--- src/rtl/ram_port_arbiter.sv ---
// Two-requester round-robin arbiter in front of data-RAM port A.
// Registered RAM drive, fixed 2-cycle in-order responses.
module ram_port_arbiter #(
  parameter int unsigned ADDR_W = 8,
  parameter int unsigned DATA_W = 32
) (
  input  logic              clk,
  input  logic              rst_n,
  input  logic              en,
  input  logic              req0_valid,
  input  logic              req0_we,
  input  logic [ADDR_W-1:0] req0_addr,
  input  logic [DATA_W-1:0] req0_wdata,
  output logic              req0_ready,
  output logic              resp0_valid,
  output logic [DATA_W-1:0] resp0_rdata,
  input  logic              req1_valid,
  input  logic              req1_we,
  input  logic [ADDR_W-1:0] req1_addr,
  input  logic [DATA_W-1:0] req1_wdata,
  output logic              req1_ready,
  output logic              resp1_valid,
  output logic [DATA_W-1:0] resp1_rdata,
  output logic              ram_we,
  output logic [ADDR_W-1:0] ram_addr,
  output logic [DATA_W-1:0] ram_wdata,
  input  logic [DATA_W-1:0] ram_q
);

  logic              ptr_q, ptr_d;
  logic              gnt0, gnt1, gnt_any, gnt_id;
  logic              sel_we;
  logic [ADDR_W-1:0] sel_addr;
  logic [DATA_W-1:0] sel_wdata;

  logic              ram_we_q;
  logic [ADDR_W-1:0] ram_addr_q;
  logic [DATA_W-1:0] ram_wdata_q;
  logic              s1_valid_q, s1_id_q;
  logic              resp0_valid_q, resp1_valid_q;

  // NOTE: every output of a combinational block gets a default first, so no path leaves it unassigned and no latch is inferred.
  always_comb begin
    gnt0 = 1'b0;
    gnt1 = 1'b0;
    if (en) begin
      if (req0_valid && (!req1_valid || !ptr_q)) gnt0 = 1'b1;
      else if (req1_valid)                       gnt1 = 1'b1;
    end
  end

  assign gnt_any   = gnt0 | gnt1;
  assign gnt_id    = gnt1;
  assign ptr_d     = gnt_any ? ~gnt_id : ptr_q;
  assign sel_we    = gnt_id ? req1_we    : req0_we;
  assign sel_addr  = gnt_id ? req1_addr  : req0_addr;
  assign sel_wdata = gnt_id ? req1_wdata : req0_wdata;

  // NOTE: state registers use non-blocking assignments so every flop samples pre-edge values regardless of statement order.
  always_ff @(posedge clk or negedge rst_n) begin
    if (!rst_n) begin
      ptr_q         <= 1'b0;
      ram_we_q      <= 1'b0;
      ram_addr_q    <= '0;
      ram_wdata_q   <= '0;
      s1_valid_q    <= 1'b0;
      s1_id_q       <= 1'b0;
      resp0_valid_q <= 1'b0;
      resp1_valid_q <= 1'b0;
    end else begin
      ptr_q      <= ptr_d;
      ram_we_q   <= gnt_any & sel_we;
      s1_valid_q <= gnt_any;
      s1_id_q    <= gnt_id;
      // Address/data only move on a grant; with ram_we low their value is harmless.
      if (gnt_any) begin
        ram_addr_q  <= sel_addr;
        ram_wdata_q <= sel_wdata;
      end
      resp0_valid_q <= s1_valid_q & ~s1_id_q;
      resp1_valid_q <= s1_valid_q &  s1_id_q;
    end
  end

  assign req0_ready  = gnt0;
  assign req1_ready  = gnt1;
  assign ram_we      = ram_we_q;
  assign ram_addr    = ram_addr_q;
  assign ram_wdata   = ram_wdata_q;
  assign resp0_valid = resp0_valid_q;
  assign resp1_valid = resp1_valid_q;
  assign resp0_rdata = ram_q;
  assign resp1_rdata = ram_q;

endmodule

--- config.mk ---
export PLATFORM = sky130hd
export DESIGN_NAME = ram_port_arbiter
export DESIGN_NICKNAME = d
export VERILOG_FILES = /design/src/rtl/ram_port_arbiter.sv
export SDC_FILE = /design/constraint.sdc
export NUM_CORES = 1
export LEC_CHECK = 0
export BUFFER_PORTS_ARGS = -buffer_cell sky130_fd_sc_hd__buf_4
export CAP_MARGIN = 20
export CELL_PAD_IN_SITES_DETAIL_PLACEMENT = 0
export CELL_PAD_IN_SITES_GLOBAL_PLACEMENT = 1
export CORE_ASPECT_RATIO = 0.75
export CORE_MARGIN = 2
export CORE_UTILIZATION = 27
export DETAILED_ROUTE_END_ITERATION = 8
export HOLD_SLACK_MARGIN = 0.1
export PLACE_DENSITY_LB_ADDON = 0.1
export SLEW_MARGIN = 15
export SYNTH_ARGS = -nofsm -noshare
export SYNTH_HDL_FRONTEND = slang
export SYNTH_SLANG_ARGS = --single-unit
--- constraint.sdc ---
create_clock -name clk -period 2.8 [get_ports clk]
set_input_delay 0.56 -clock clk [delete_from_list [all_inputs] [get_ports clk]]
set_output_delay 0.56 -clock clk [all_outputs]
set_load 0.005 [all_outputs]
# After elaboration in Yosys (flattened, before gate mapping)
# Index checks and enable logic that the tools add are counted.
# word_totals
wordCells,26
reg_bits,46
ram_bits,0
mem_count,0
output_inout_bits,109
latch_bits,0
mem_bits_ro,0
inputBits,119
# classes
reduce_logical,4
addsub,0
shifts,0
n_mux,8
order_cmp,0
div_mod_pow,0
multipliers,0
eq_ne,0
n_bitwise,6
# ops
cell,count
$mux 32,1
$mux 8,1
$mux 1,6
$and 1x1->1,3
$logic_not 1->1,2
$not 1->1,2
$logic_and 1x1->1,1
$logic_or 1x1->1,1
$or 1x1->1,1

# Longest topological paths before layout
# Gate-level depths: netlist of run 1.
# logic_depth
word_depth,7
depth_mapped,5
mapped_depth_nobuf,3

# Worst setup path before layout of run 1
# OpenSTA, ideal clock, no wires.
# synth_path
path_kind,input to output
start,input port en
end,output port req1_ready
stages,3
slack_ps,1219
arrival_ps,1021
cell_sequence,nand2_1 > clkbuf_1 > nor2_1
# synth_between
elab_chain_len,1
# synth_lines
item,line,text
"start, declared",9,"input logic en,"
$mux 1,46,if (en) begin
"end, declared",21,"output logic req1_ready,"
# Every way passes these cells.

# Final worst setup path of run 1
# layout_path
start,input port req1_valid
end,output port req1_ready
# layout_between
elab_chain_len,5
elab_cells_between_ends,6
cone_classes,mux (3); reduce/logical (3)
# layout_lines
item,line,text
"start, declared",17,"input logic req1_valid,"
$logic_not 1->1,47,if (req0_valid && (!req1_valid || !ptr_q)) gnt0 = 1'b1;
$logic_or 1x1->1,47,
$logic_and 1x1->1,47,
$mux 1 (*),47,
$mux 1 (*),46,
# Mark *: on every way between the ends. The rest lies on a longest branch, timed or not.

==> results of run 1 <==
==> through the flow <==
step	hold slack [ps]	cells
global route	352.9	499
finish	282.3	499
detailed placement	417.6	491
floorplan	264.4	312
global placement	427.7	491
CTS	319.6	499
==> worst min-delay path by stage <==
stage	cells past startpoint	endpoint	slack [ps]	start
after floorplan	0	ptr_q$_DFFE_PN0P_	260	rst_n
after global placement	1	resp0_valid$_DFF_PN0_	430	s1_id_q$_DFF_PN0_
after detailed placement	1	resp0_valid$_DFF_PN0_	420	s1_id_q$_DFF_PN0_
after CTS	1	ram_wdata[0]$_DFFE_PN0P_	320	rst_n
after global routing	1	ram_addr[3]$_DFFE_PN0P_	350	rst_n
final	1	ram_wdata[0]$_DFFE_PN0P_	280	rst_n
==> cells in the mapped netlist (2+ instances only) <==
library cell  count
a31oi_1          40
and2_1            2
buf_2            17
buf_4            68
clkbuf_1          4
clkbuf_2          2
dfrtp_1          46
nand2_1           3
nand3_1          41
nor2_1           41
o21ai_0          37
o21ai_1           5
==> final cells by class <==
cell class	instances	area, um^2
well taps	132	165.2
multi-input cells	175	888.4
clock buffers	8	166.4
fillers	1052	6187
flip-flops and latches	46	1151
repair buffers	138	1061
==> cells by family after synthesis <==
| kind of cell | Yosys count |
|---|---|
| AND/OR/NAND/NOR | 90 |
| buffers and inverters | 91 |
| AO/OA/AOI/OAI | 85 |
| flip-flops | 46 |
==> power groups by stage <==
stage | Sequential, mW | Clock [mW] | Combinational (mW)
after floorplan | 0.819 | 0 | 0.263
after global placement | 0.816 | 0 | 0.498
after detailed placement | 0.816 | 0 | 0.499
after CTS | 0.805 | 0.689 | 0.499
after global routing | 0.816 | 0.715 | 0.539
final | 0.803 | 0.659 | 0.488
==> sequential cells by signal, indices dropped and copies added (netlist names) <==
signal and count:
ram_we 1, ptr_q 1, ram_wdata 32, resp0_valid 1
ram_addr 8, resp1_valid 1, s1_valid_q 1, s1_id_q 1
==> routing by layer <==
layer	track usage, %	wire length (um)	part of all wire [%]	up-vias
met5	0	0	0	-
met4	4.563	107	1.3	0
met3	5.774	825	10	18
met1	19.86	3768	47	1048
li1	-	-	-	1123
met2	21.15	3282	41	110
==> flow_metrics.tcl, run 1 <==
set metrics [dict create \
    power_frac_seq_pct 41.2 \
    cts-root-buf "clkbuf_16" \
    wl_mm 7.984 \
    arrival_ps 1240 \
    final_util_pct 35.68 \
    core_area_mm2 0.009619 \
    rr_startpoint "ptr_q$_DFFE_PN0P_" \
    endpoint "req1_ready" \
    worst_slack_ps 1000 \
    max_stage_delay_ps 200 \
    crit_path_end_kind "output port" \
    cp_cell_sequence "buf_4 > nand2_1 > buf_4 > nor2_1 > buf_4" \
    rrSetupSlack_ps 1340 \
    cts_resized 0 \
    drive_gt1_share_pct 40.60 \
    io_pins 228 \
    synth_top_family_by_area "buffers and inverters" \
    io_buffers 131 \
    cts_tree "yes" \
    yosysSeqAreaShare_pct 43.36 \
    clkTransAtPathRegs_ps 70 \
    critPathKind "in2out" \
    synth_edf_count 0 \
    grt_first_pass_wirelength_mm 12.39 \
    combPwrFrac_pct 25.0 \
    clock-skew-final_ps 5.573 \
    rows 31 \
    ys_async_sr_fraction_pct 100.0 \
    min-delay-path-class "in2async" \
    drv_slew 0 \
    clkPwrFrac_pct 33.8 \
    drcViolationCount 0 \
    dieArea_mm2 0.01065 \
    syn_inst 312 \
    stdcell_area_mm2 0.003432 \
    p_sw_mw 0.5322 \
    antenna_found_initial 0 \
    clk_latency_ps 290 \
    synth_top_area_share_pct 43.36 \
    vias_per_cell 4.607 \
    rr_endpoint "ram_wdata[5]$_DFFE_PN0P_" \
    diodes 0 \
    gp_congestion 0.7137 \
    synth_compound_gate_area_share_pct 18.10 \
    swShare_pct 27.28 \
    wl_per_cell_um 16.00 \
    gr-total-overflow 0 \
    crit_family "buffers and inverters" \
    internal-power_mw 1.419 \
    grt_usage_pct 14.57 \
    cap_violations 0 \
    die_height_um 89.88 \
    final_cell_mix "buf_4, dfrtp_1, nor2_1, nand3_1, a31oi_1" \
    finalNetCount 485 \
    grt_max_degree 47 \
    start_util_pct 27.60 \
    power.total_mw 1.951 \
    fin_crit_ps 1800 \
    ir_worst_vdd_uv 205.2 \
    drt-pass1-iter-count 4 \
    synth-xor-area-share_pct 0 \
    startpoint "req1_valid" \
    finalSetupTns_ps 0 \
    post-place-ws_ps 1009 \
    synth.area.top_cells "dfrtp_1, buf_4, a31oi_1, nand3_1, o21ai_0" \
    status "complete, no violations" \
    die_x_um 118.5 \
    synthMuxAreaShare_pct 0 \
    via_count 2299 \
    power.density_cell_area_mw_per_mm2 568.5 \
    synth_area_mm2 0.002655 \
    postCtsSetupRepairBufs 0 \
    critPathMostFrequentCell "buf_4" \
    maxSlewHeadroom_pct 58.27 \
    synthSimpleGateAreaFrac_pct 15.17 \
    synth_nets 431 \
    synth_warnings 0 \
    htreeDepth 2 \
    yosysTopAreaCell "dfrtp_1" \
    crit_path_max_fanout 19 \
    hold_buffers 0 \
    postRouteAntennaNets 0 \
    reg2reg_depth 4 \
    syn_area_per_cell_um2 8.510 \
    syn_to_final_growth_pct 29.26 \
    worstMarginPinSlew_ps 626.0 \
    final_common_cell "buf_4" \
    period_share_pct 64.29 \
    finalSetupViolCount 0 \
    cp-start-kind "primary input" \
    detailed_place.area_mm2 0.003266 \
    clockBufferDepth 2 \
    drt_iter0_drc 193 \
    dp_hpwl_mm 5.315 \
    yosys.area_share.adder_pct 0 \
    synth_cell_types 18 \
    cp_data_required_time_ps 2240 \
    yosys_most_used_dff "dfrtp_1" \
    path_depth 5 \
    clock-sinks 46 \
    critPathBufInv 3 \
    first_global_vias 2287 \
    synth_seq_cells 46 \
    crit_path_top_delay_cell "buf_4" \
    cts_buffers 5 \
    max_freq_mhz 555.6 \
    finalHoldViolations 0 \
    p_leak_nw 1.516 \
    rsz0062_at_grt "false" \
]
Note: power is estimated with default switching activity, not from simulation.
==> inputs of run 2 (changes only) <==
Settings changed: CORE_UTILIZATION 27 to 25.
Clock period 2.8 ns to 1.8 ns, I/O delays scaled along.
==> flow_metrics.tcl, run 2 (synthesis gave the netlist of run 1 again) <==
set metrics [dict create \
    finalSetupViolCount 0 \
    rows 32 \
    rsz0062_at_grt "false" \
    cp-start-kind "register" \
    core_area_mm2 0.01033 \
    postCtsSetupRepairBufs 0 \
    dp_hpwl_mm 5.767 \
    crit_family "flip-flops" \
    crit_path_max_fanout 5 \
    drt_iter0_drc 175 \
    clockBufferDepth 2 \
    finalNetCount 489 \
    hold_buffers 0 \
    path_depth 3 \
    period_share_pct 84.76 \
    via_count 2333 \
    io_pins 228 \
    drcViolationCount 0 \
    clkTransAtPathRegs_ps 60 \
    dieArea_mm2 0.01147 \
    cts_buffers 5 \
    critPathKind "reg2out" \
    htreeDepth 2 \
    cts_tree "yes" \
    fin_crit_ps 1526 \
    post-place-ws_ps 406.5 \
    gp_congestion 0.7002 \
    die_x_um 123.0 \
    crit_path_end_kind "output port" \
    fillers 1132 \
    finalSetupTns_ps 0 \
    cap_violations 0 \
    finalHoldViolations 0 \
    ir_worst_vdd_uv 319.8 \
    syn_to_final_growth_pct 29.83 \
    die_height_um 93.25 \
    wl_per_cell_um 16.35 \
    critPathBufInv 1 \
    reg2reg_depth 4 \
    cp_data_required_time_ps 1440 \
    gr-total-overflow 0 \
    postRouteAntennaNets 0 \
    clock-sinks 46 \
    maxSlewHeadroom_pct 57.75 \
    drive_gt1_share_pct 40.70 \
    final_common_cell "buf_4" \
    io_buffers 131 \
    wl_mm 8.291 \
    start_util_pct 25.70 \
    cts-root-buf "clkbuf_16" \
    crit_path_top_delay_cell "dfrtp_1" \
    rrSetupSlack_ps 420 \
    final_cell_mix "buf_4, dfrtp_1, nor2_1, nand3_1, a31oi_1" \
    clk_latency_ps 280 \
    power.density_cell_area_mw_per_mm2 859.3 \
    cp_cell_sequence "and2b_1 > nor2_1 > buf_4" \
    grt_max_degree 47 \
    arrival_ps 1170 \
    worst_slack_ps 274.3 \
    drt-pass1-iter-count 5 \
    max_freq_mhz 655.4 \
    vias_per_cell 4.602 \
    worstMarginPinSlew_ps 633.8 \
    max_stage_delay_ps 380 \
    grt_first_pass_wirelength_mm 12.42 \
    largest_register_ff_count 32 \
    cts_resized 0 \
    grt_usage_pct 14.07 \
    register_area_mm2 0.001151 \
    first_global_vias 2309 \
    status "complete, no violations" \
    min-delay-path-class "in2async" \
    multi_input_area_um2 887.1 \
    diodes 0 \
    antenna_found_initial 0 \
    drv_slew 0 \
    clock-skew-final_ps 2.518 \
    p_leak_nw 1.524 \
]
==> run 2: power by group <==
| part | leakage [nW] | switching [mW] | internal (mW) | total [mW] |
|---|---|---|---|---|
| clock | 0.0739 | 0.394 | 0.552 | 0.946 |
| sequential | 0.523 | 0.0779 | 1.17 | 1.25 |
| combinational | 0.926 | 0.354 | 0.412 | 0.766 |
| total | 1.52 | 0.826 | 2.14 | 2.96 |
==> run 2: final timing paths <==
kind | start | endpoint
hold / removal | rst_n | ram_addr[5]$_DFFE_PN0P_
setup reg to reg | ptr_q$_DFFE_PN0P_ | ram_addr[7]$_DFFE_PN0P_
setup / recovery | ptr_q$_DFFE_PN0P_ | req1_ready
hold reg to reg | s1_id_q$_DFF_PN0_ | resp0_valid$_DFF_PN0_
min in group clk | req1_wdata[26] | ram_wdata[26]$_DFFE_PN0P_
max in group asynchronous | rst_n | ram_wdata[13]$_DFFE_PN0P_
==> run 2: per-stage QoR <==
step / instances / hold WS (ps) / instance area (um^2) / power (mW) / util (%)
global route: 507 / 152.9 / 3447 / 3.150 / 33.37
floorplan: 312 / 64.41 / 2655 / 1.682 / -
detailed placement: 499 / 407.9 / 3299 / 2.056 / 31.94
finish: 507 / 89.61 / 3447 / 2.962 / 33.37
global placement: 499 / 408.1 / 3299 / 2.055 / 31.94
CTS: 507 / 130.1 / 3447 / 3.022 / 33.37
==> run 2: worst register-to-register path: stages (launching register included) <==
cell and delay, ps:
dfrtp_1 400, and2b_1 240, buf_4 340, o21ai_0 140
a31oi_1 180
==> run 2: area by class of cell <==
cell class,count,area share [%]
sequential,46,33.39
timing repair buffer,142,31.65
multi-input combinational,175,25.74
tap,136,4.936
clock buffer,7,4.138
clock inverter,1,0.1452
==> run 2: routing by layer <==
| layer | GRT usage, % | share of wire, % | up-vias |
|---|---|---|---|
| met5 | 0 | 0 | - |
| met4 | 2.652 | 0.33 | 0 |
| met3 | 4.634 | 10 | 6 |
| met2 | 21.18 | 42 | 119 |
| met1 | 19.77 | 48 | 1076 |
| li1 | - | - | 1132 |
==> inputs of run 3 (changes only) <==
Settings changed: ABC_AREA from default to 1, CORE_UTILIZATION 25 to 26.
Clock period 1.8 ns to 1.6 ns, I/O delays scaled along.
==> flow_metrics.tcl, run 3 <==
set metrics [dict create \
    synth_seq_cells 46 \
    postRouteAntennaNets 0 \
    via_count 2617 \
    synth_top_area_share_pct 38.14 \
    drive_gt1_share_pct 31.53 \
    cp_cell_sequence "nand2_1 > nand2_2 > nand2_4 > inv_1 > buf_4" \
    worstMarginPinSlew_ps 612.0 \
    synth_cell_types 13 \
    crit_path_max_fanout 3 \
    final_common_cell "buf_4" \
    io_buffers 131 \
    antenna_found_initial 0 \
    cts_buffers 5 \
    gr-total-overflow 0 \
    stdcell_area_mm2 0.003841 \
    p_leak_nw 2.366 \
    clk_latency_ps 290 \
    critPathKind "reg2out" \
    start_util_pct 26.37 \
    worst_hold_slack_ps 280.1 \
    synth.area.top_cells "dfrtp_1, buf_4, nand2_1, nand3_1, inv_1" \
    combPwrFrac_pct 26.4 \
    synth_common_cells "nand2_1, inv_1, nand3_1, buf_4, dfrtp_1" \
    detailed_place.area_mm2 0.003659 \
    crit_family "flip-flops" \
    arrival_ps 1160 \
    yosysSeqAreaShare_pct 38.14 \
    grt_first_pass_wirelength_mm 13.15 \
    max_stage_delay_ps 390 \
    finalHoldViolations 0 \
    status "complete, no violations" \
    crit_path_end_kind "output port" \
    crit_path_top_delay_cell "dfrtp_1" \
    min-delay-path-class "in2reg" \
    swShare_pct 27.77 \
    wl_mm 8.224 \
    grt_usage_pct 13.31 \
    grt_max_degree 47 \
    top_usage_layer "met1" \
    power_frac_seq_pct 40.6 \
    final_cell_mix "buf_4, nand2_1, inv_1, nand3_1, dfrtp_1" \
    synth_area_mm2 0.003018 \
    met3_usage_pct 5.286 \
    clock-sinks 46 \
    synth_most_common_cell "nand2_1" \
    largest_register_ff_count 32 \
    dp_hpwl_mm 6.139 \
    synth_warnings 0 \
    period_share_pct 92.55 \
    htreeDepth 2 \
    ir_worst_vdd_uv 361.8 \
    clock-skew-final_ps 6.717 \
    finalNetCount 616 \
    syn_area_per_cell_um2 7.018 \
    p_sw_mw 0.9899 \
    drt-pass1-iter-count 4 \
    max_freq_mhz 675.3 \
    finalSetupTns_ps 0 \
    gp_congestion 0.7119 \
    cts-root-buf "clkbuf_16" \
    fin_crit_ps 1481 \
    cp_data_required_time_ps 1280 \
    dieArea_mm2 0.01249 \
    drv_slew 0 \
    synth_edf_count 0 \
    vias_per_cell 4.076 \
    rsz0062_at_grt "false" \
    maxSlewHeadroom_pct 59.20 \
    drt_iter0_drc 105 \
    cap_violations 0 \
    ys_async_sr_fraction_pct 100.0 \
    syn_to_final_growth_pct 27.28 \
    cts_tree "yes" \
    drcViolationCount 0 \
    critPathBufInv 2 \
    io_pins 228 \
    yosys_most_used_dff "dfrtp_1" \
    use_met2_pct 17.14 \
    power.density_cell_area_mw_per_mm2 928.1 \
    core_area_mm2 0.01144 \
    internal-power_mw 2.575 \
    syn_inst 430 \
    diodes 0 \
    clkPwrFrac_pct 33.0 \
    die_x_um 128.4 \
    clockBufferDepth 2 \
    cp-start-kind "register" \
    use_met1_pct 20.54 \
    rows 34 \
    first_global_vias 2592 \
    yosysTopAreaCell "dfrtp_1" \
    die_height_um 97.31 \
    finalSetupViolCount 0 \
    synth_nets 549 \
    clkTransAtPathRegs_ps 70 \
    wl_per_cell_um 12.81 \
]
run 3: stage by stage:
| stage | worst slack (ps) | utilization (%) | power (mW) | cells |
|---|---|---|---|---|
| floorplan | 528.7 | - | 1.968 | 430 |
| finish | 119.2 | 33.57 | 3.565 | 642 |
| CTS | 104.4 | 33.57 | 3.630 | 642 |
| global placement | 248.0 | 31.97 | 2.436 | 632 |
| global route | 35.27 | 33.57 | 3.796 | 642 |
| detailed placement | 250.8 | 31.97 | 2.429 | 632 |
run 3: what timing repair did:
action | 4_1_cts | 5_1_grt
hold endpoints to repair | 46 | 0
endpoints found under the setup margin | 1 | 0
buffers inserted | 1 | 0
hold buffers | 1 | 0
resized for setup | 0 | 0
run 3: cells by family (layout without fill, tap and decap cells):
| logic type | count (synthesis) | count (layout) | share of synthesized area (%) |
|---|---|---|---|
| DFF | 46 | 46 | 38.14 |
| and+or+nand+nor | 214 | 214 | 30.68 |
| buffers and inverters | 170 | 238 | 31.18 |
run 3: power groups by stage:
stage	Clock, mW	Combinational [mW]	Sequential, mW
CTS	1.21	0.966	1.45
finish	1.18	0.941	1.45
global placement	0	0.963	1.47
detailed placement	0	0.961	1.47
global route	1.26	1.07	1.47
floorplan	0	0.501	1.47
run 3: layout make-up:
type / instances / area [um^2]
clock buffers: 5 / 125.1
fillers: 1283 / 7602
inverters: 86 / 322.8
clock inverters: 3 / 40.04
flip-flops and latches: 46 / 1151
repair buffers: 144 / 1096
well taps: 144 / 180.2
multi-input cells: 214 / 925.9
run 3: layer usage:
metal	part of all wire (%)	vias up
met1	51	1154
met2	39	113
li1	-	1346
met3	9.9	4
met4	0.66	0
met5	0	-
run 3: worst paths after layout:
| path | end | slack, ps | cells past startpoint | start |
|---|---|---|---|---|
| worst max-delay path | req1_ready | 120 | 5 | ptr_q$_DFFE_PN0P_ |
| worst max register to register | ram_wdata[16]$_DFFE_PN0P_ | 220 | 8 | ptr_q$_DFFE_PN0P_ |
| worst min-delay path | ram_we$_DFF_PN0_ | 280 | 3 | req0_we |
| max in group asynchronous | ram_wdata[5]$_DFFE_PN0P_ | 580 | 2 | rst_n |
| min in group asynchronous | ram_addr[7]$_DFFE_PN0P_ | 600 | 2 | rst_n |
| worst min register to register | resp0_valid$_DFF_PN0_ | 440 | 1 | s1_id_q$_DFF_PN0_ |
run 3: worst register-to-register path, cell delays in order (launching register included):
cell and delay, ps:
dfrtp_1 390, nand2_1 110, nand2_2 90, nand2_4 90, buf_4 190, buf_4 210
nand2_1 60, nand3_1 70, nand2_1 50
